File: config.mk
export PLATFORM = sky130hd
export DESIGN_NAME = imem_loader
export DESIGN_NICKNAME = d
export VERILOG_FILES = /design/src/rtl/imem_loader.sv
export SDC_FILE = /design/constraint.sdc
export NUM_CORES = 1
export LEC_CHECK = 0
export CORE_MARGIN = 8
export CORE_UTILIZATION = 30
export CTS_CLUSTER_DIAMETER = 100
export DETAILED_ROUTE_END_ITERATION = 16
export GPL_TIMING_DRIVEN = 0
export PLACE_DENSITY_LB_ADDON = 0.05
export SYNTH_ARGS = -nofsm -noshare
export SYNTH_HDL_FRONTEND = slang
export SYNTH_SLANG_ARGS = --single-unit
export TNS_END_PERCENT = 1
File: constraint.sdc
create_clock -name clk -period 6.1 [get_ports clk]
set_clock_uncertainty 0.05 [all_clocks]
set_input_delay 1.22 -clock clk [delete_from_list [all_inputs] [get_ports clk]]
set_output_delay 1.22 -clock clk [all_outputs]
set_load 0.005 [all_outputs]
File: src/rtl/imem_loader.sv
// Loads a length-prefixed little-endian byte stream into instruction memory and holds resetpc low until the image is complete.
// One write cycle per word (5 cycles/word at full rate); s_ready drops during WRITE so the source holds its byte.
module imem_loader #(
   parameter int MAX_WORDS = 128,
   parameter int ADDR_W    = 9
) (
   input  logic              clk,
   input  logic              reset,
   input  logic              start,
   input  logic              s_valid,
   input  logic [7:0]        s_data,
   output logic              s_ready,
   output logic              we0,
   output logic [ADDR_W-1:0] wr_addr0,
   output logic [31:0]       wr_din0,
   output logic              resetpc,
   output logic              load_done,
   output logic              load_err,
   output logic [7:0]        words_loaded
);

   typedef enum logic [2:0] {
      S_IDLE,
      S_HDR,
      S_DATA,
      S_WRITE,
      S_DONE
   } state_t;

   localparam logic [7:0] MAX_N = 8'(MAX_WORDS);

   state_t              r_state, w_state_nxt;
   logic [7:0]          r_n, w_n_nxt;
   logic [7:0]          r_words, w_words_nxt;
   logic [1:0]          r_byte_idx, w_byte_idx_nxt;
   logic [31:0]         r_asm, w_asm_nxt;
   logic                r_we0, w_we0_nxt;
   logic [ADDR_W-1:0]   r_addr, w_addr_nxt;
   logic [31:0]         r_din, w_din_nxt;
   logic                r_resetpc, w_resetpc_nxt;
   logic                r_done, w_done_nxt;
   logic                r_err, w_err_nxt;
   logic                w_accept;
   logic [7:0]          w_words_inc;
   logic [ADDR_W-1:0]   w_word_addr;

   assign s_ready      = (r_state == S_HDR) || (r_state == S_DATA);
   assign w_accept     = s_valid && s_ready;
   assign w_words_inc  = r_words + 8'd1;
   // The written-word count doubles as the index of the word being assembled.
   assign w_word_addr  = ADDR_W'(r_words) << 2;

   assign we0          = r_we0;
   assign wr_addr0     = r_addr;
   assign wr_din0      = r_din;
   assign resetpc      = r_resetpc;
   assign load_done    = r_done;
   assign load_err     = r_err;
   assign words_loaded = r_words;

   always_comb begin
      w_state_nxt    = r_state;
      w_n_nxt        = r_n;
      w_words_nxt    = r_words;
      w_byte_idx_nxt = r_byte_idx;
      w_asm_nxt      = r_asm;
      w_we0_nxt      = 1'b0;
      w_addr_nxt     = r_addr;
      w_din_nxt      = r_din;
      w_resetpc_nxt  = r_resetpc;
      w_done_nxt     = r_done;
      w_err_nxt      = r_err;

      case (r_state)
         S_IDLE: begin
            if (start) begin
               w_state_nxt = S_HDR;
               w_err_nxt   = 1'b0;
               w_words_nxt = 8'd0;
            end
         end
         S_HDR: begin
            if (w_accept) begin
               if (s_data == 8'd0 || s_data > MAX_N) begin
                  w_err_nxt   = 1'b1;
                  w_state_nxt = S_IDLE;
               end else begin
                  w_n_nxt        = s_data;
                  w_byte_idx_nxt = 2'd0;
                  w_words_nxt    = 8'd0;
                  w_state_nxt    = S_DATA;
               end
            end
         end
         S_DATA: begin
            if (w_accept) begin
               w_asm_nxt[{r_byte_idx, 3'b000} +: 8] = s_data;
               w_byte_idx_nxt = r_byte_idx + 2'd1;
               if (r_byte_idx == 2'd3) begin
                  w_we0_nxt   = 1'b1;
                  w_addr_nxt  = w_word_addr;
                  w_din_nxt   = w_asm_nxt;
                  w_state_nxt = S_WRITE;
               end
            end
         end
         S_WRITE: begin
            w_words_nxt = w_words_inc;
            // Release the core on the same edge that commits the last word.
            if (w_words_inc == r_n) begin
               w_resetpc_nxt = 1'b1;
               w_done_nxt    = 1'b1;
               w_state_nxt   = S_DONE;
            end else begin
               w_state_nxt = S_DATA;
            end
         end
         S_DONE: begin
            if (start) begin
               w_resetpc_nxt = 1'b0;
               w_done_nxt    = 1'b0;
               w_err_nxt     = 1'b0;
               w_words_nxt   = 8'd0;
               w_state_nxt   = S_HDR;
            end
         end
         default: w_state_nxt = S_IDLE;
      endcase
   end

   always_ff @(posedge clk or posedge reset) begin
      if (reset) begin
         r_state    <= S_IDLE;
         r_n        <= 8'd0;
         r_words    <= 8'd0;
         r_byte_idx <= 2'd0;
         r_asm      <= 32'd0;
         r_we0      <= 1'b0;
         r_addr     <= '0;
         r_din      <= 32'd0;
         r_resetpc  <= 1'b0;
         r_done     <= 1'b0;
         r_err      <= 1'b0;
      end else begin
         r_state    <= w_state_nxt;
         r_n        <= w_n_nxt;
         r_words    <= w_words_nxt;
         r_byte_idx <= w_byte_idx_nxt;
         r_asm      <= w_asm_nxt;
         r_we0      <= w_we0_nxt;
         r_addr     <= w_addr_nxt;
         r_din      <= w_din_nxt;
         r_resetpc  <= w_resetpc_nxt;
         r_done     <= w_done_nxt;
         r_err      <= w_err_nxt;
      end
   end

endmodule
==> flow_metrics.py <==
metrics = {
    "global_route": {
        "grt_max_degree": 70,
        "grtUsageTotal_pct": 13.6,
        "grt_pass1_wl_um": 20500,
        "grt_remaining_overflow": 0,
        "first_global_vias": 3594,
        "antenna_found_initial": 0,
    },
    "sta": {
        "slew_headroom_pct": 32.8,
        "finalSetupTns_ns": 0,
        "min_period_over_period_pct": 55.9,
        "rsz0062_at_grt": "false",
        "finalHoldViolCount": 0,
        "max_freq_ghz": 0.293,
        "maxSlewViolCount": 0,
        "fin_crit_ns": 3.41,
        "tightestPinTransition_ns": 1.00,
        "setup_viol": 0,
    },
    "finish": {
        "n_antenna_cell": 0,
        "drive_gt1_share_pct": 10.8,
        "syn2layout_area_growth_pct": 25.5,
        "nets": 523,
        "layout.cells.non_filler": 697,
        "nFillCells": 1502,
        "design_area_um2": 5690,
        "final_common_cell": "dfrtp_1",
        "final_cell_mix": "dfrtp_1, a21oi_1, clkdlybuf4s50_1",
    },
    "hold_path": {
        "hold_path_startpoint": "r_asm[17]",
        "hold_path.class": "register to register",
    },
    "clocking": {
        "clk_latency_ns": 0.34,
        "cts_resized": 0,
        "clk_path_buf_depth": 2,
        "cts_buffers": 9,
        "cts_tree": "yes",
        "clk_pin_slew_ns": 0.06,
        "cts_num_sinks": 95,
        "cts_hold_buf": 0,
        "root_buffer": "clkbuf_16",
        "cts_setup_buffers": 0,
        "cts.htree.levels": 3,
    },
    "routing": {
        "avgViaCountPerCell": 5.06,
        "drcViolationCount": 0,
        "drtIter0Drc": 259,
        "avgRoutedWirePerCell_um": 18.4,
        "dr.pass1.iters": 5,
        "route.vias.total": 3525,
        "wirelength_um": 12900,
        "ant_nets": 0,
    },
    "pwr": {
        "pwr-share-clk_pct": 22.9,
        "p_int_mw": 1.83,
        "combinationalPowerShare_pct": 39.6,
        "leakagePower_nw": 2.48,
        "switchingPower_mw": 0.912,
        "peakVddDrop_mv": 0.173,
        "seq_power_share_pct": 37.5,
        "power_density_nw_per_um2": 482,
        "p_sw_share_pct": 33.3,
    },
    "setup_path": {
        "critical_path.endpoint": "wr_din0[13]",
        "critical_path.max_fanout": 10,
        "worstReg2RegStart": "r_byte_idx[0]",
        "worst-endpoint-arrival_ns": 3.56,
        "start_kind": "primary input",
        "regToRegEndpoint": "r_asm[7]",
        "worstSetupPathType": "primary input to register",
        "rrSetupSlack_ns": 3.25,
        "reg2reg_depth": 7,
        "cp-end-kind": "register",
        "startpoint": "s_valid",
        "required_ns": 6.25,
    },
    "yosys": {
        "synth.yosys.seq_area_share_pct": 52.5,
        "yosysWarnings": 0,
        "async_flop_share_pct": 100,
        "synth.cell_area_um2": 4530,
        "synth_seq_cells": 95,
        "syn_inst": 435,
        "avgSynthCellArea_um2": 10.4,
        "synth_flop_cell": "dfrtp_1",
        "synth.distinct_cells": 52,
        "synth_edf_count": 0,
    },
    "place": {
        "dpl_cell_area_um2": 5360,
        "place_inst": 681,
        "post-dp-hpwl_um": 8560,
        "place.gp.congestion": 0.763,
        "io_buffers": 56,
    },
    "floorplanning": {
        "io_pins": 66,
        "initial_utilization_pct": 30.3,
        "die_area_um2": 19300,
        "num_rows": 45,
        "core-area_um2": 15000,
        "die_y_um": 139,
        "die_x_um": 139,
    },
    "run_status": {
        "status": "finished clean",
    },
    "job": {
        "maxCapViolCount": 0,
    },
}
[worst max-delay path, cell delays in order]
cell	delay, ns
clkdlybuf4s50_1	0.56
or2b_2	0.37
nor2_1	0.13
and2_1	0.13
buf_2	0.25
buf_2	0.35
buf_1	0.42
a21oi_1	0.14
[power by group through the flow]
stage               logic [mW]  registers, mW  clock network (mW)
global placement          1.09           1.04                   0
floorplan                0.593           1.02                   0
global route              1.21           1.06               0.666
detailed placement        1.10           1.04                   0
CTS                       1.11           1.03               0.643
finish                    1.08           1.03               0.627
[final cells by class]
| type | count | area (µm²) | share of cell area (%) |
|---|---|---|---|
| buffer | 31 | 148 | 2.60 |
| clock buffer | 13 | 260 | 4.58 |
| clock inverter | 3 | 65.1 | 1.14 |
| inverter | 9 | 36.3 | 0.638 |
| multi-input combinational | 301 | 1980 | 34.8 |
| sequential | 95 | 2380 | 41.8 |
| tap | 188 | 235 | 4.14 |
| timing repair buffer | 57 | 588 | 10.3 |
[per-stage QoR]
stage                     util, %  setup WS (ns)  hold WS [ns]  power, mW
after CTS                    38.0           2.65         0.446       2.79
after floorplan                 -           2.35         0.408       1.61
after global placement       35.6          0.672         0.425       2.12
final                        38.0           2.69         0.440       2.74
after detailed placement     35.8           2.27         0.425       2.14
after global routing         38.0           2.46         0.449       2.94
[sequential cells by signal (all words and copies together), names as in the netlist]
signal / flops
r_asm: 32
load_err: 1
wr_addr0: 7
r_state: 3
r_byte_idx: 2
load_done: 1
wr_din0: 32
words_loaded: 8
r_n: 8
we0: 1
[worst min path at each step]
stage / endpoint / slack (ns) / cells past startpoint
CTS: r_asm[19] / 0.45 / 1
global route: r_asm[19] / 0.45 / 1
floorplan: r_asm[0] / 0.41 / 1
detailed placement: r_asm[2] / 0.42 / 1
global placement: r_asm[25] / 0.42 / 1
finish: r_asm[17] / 0.44 / 1
[synth_stat cells, types with 3 or more instances]
cell type	n	area share [%]
a21oi_1	72	8.0
a22o_1	28	5.4
a22o_2	5	1.1
and2_0	3	0.41
and2_1	6	0.83
and3_1	5	0.69
buf_1	8	0.66
buf_2	4	0.44
buf_4	5	0.83
clkbuf_1	13	1.1
dfrtp_1	95	52
ha_1	7	1.9
inv_1	9	0.75
mux2_2	7	1.7
mux2_4	8	2.7
nand2_1	19	1.6
nand3_1	4	0.44
nand4_1	3	0.41
nor2_1	42	3.5
nor2b_1	34	4.7
nor3_1	5	0.55
o211ai_1	3	0.50
o21ai_0	12	1.3
xnor2_1	5	0.97
xor2_1	3	0.58
[cell families (layout without fill, tap and decap cells)]
kind of cell	after synthesis	after routing	share of synthesized area [%]
fa+ha+maj	7	7	1.93
buf+inv	40	113	4.00
mux	16	16	4.61
flops	95	95	52.5
other cells	1	2	0.0827
xor+xnor	8	8	1.55
compound gates	131	131	18.4
simple gates	137	137	17.0
[metal layers]
metal	track usage, %	vias up	part of all wire (%)
met5	0	-	0
met4	5.55	0	1.6
met3	3.44	11	5.5
met2	21.0	77	47
met1	17.7	1781	46
li1	-	1656	-
Power figures use the tool's default switching activity.
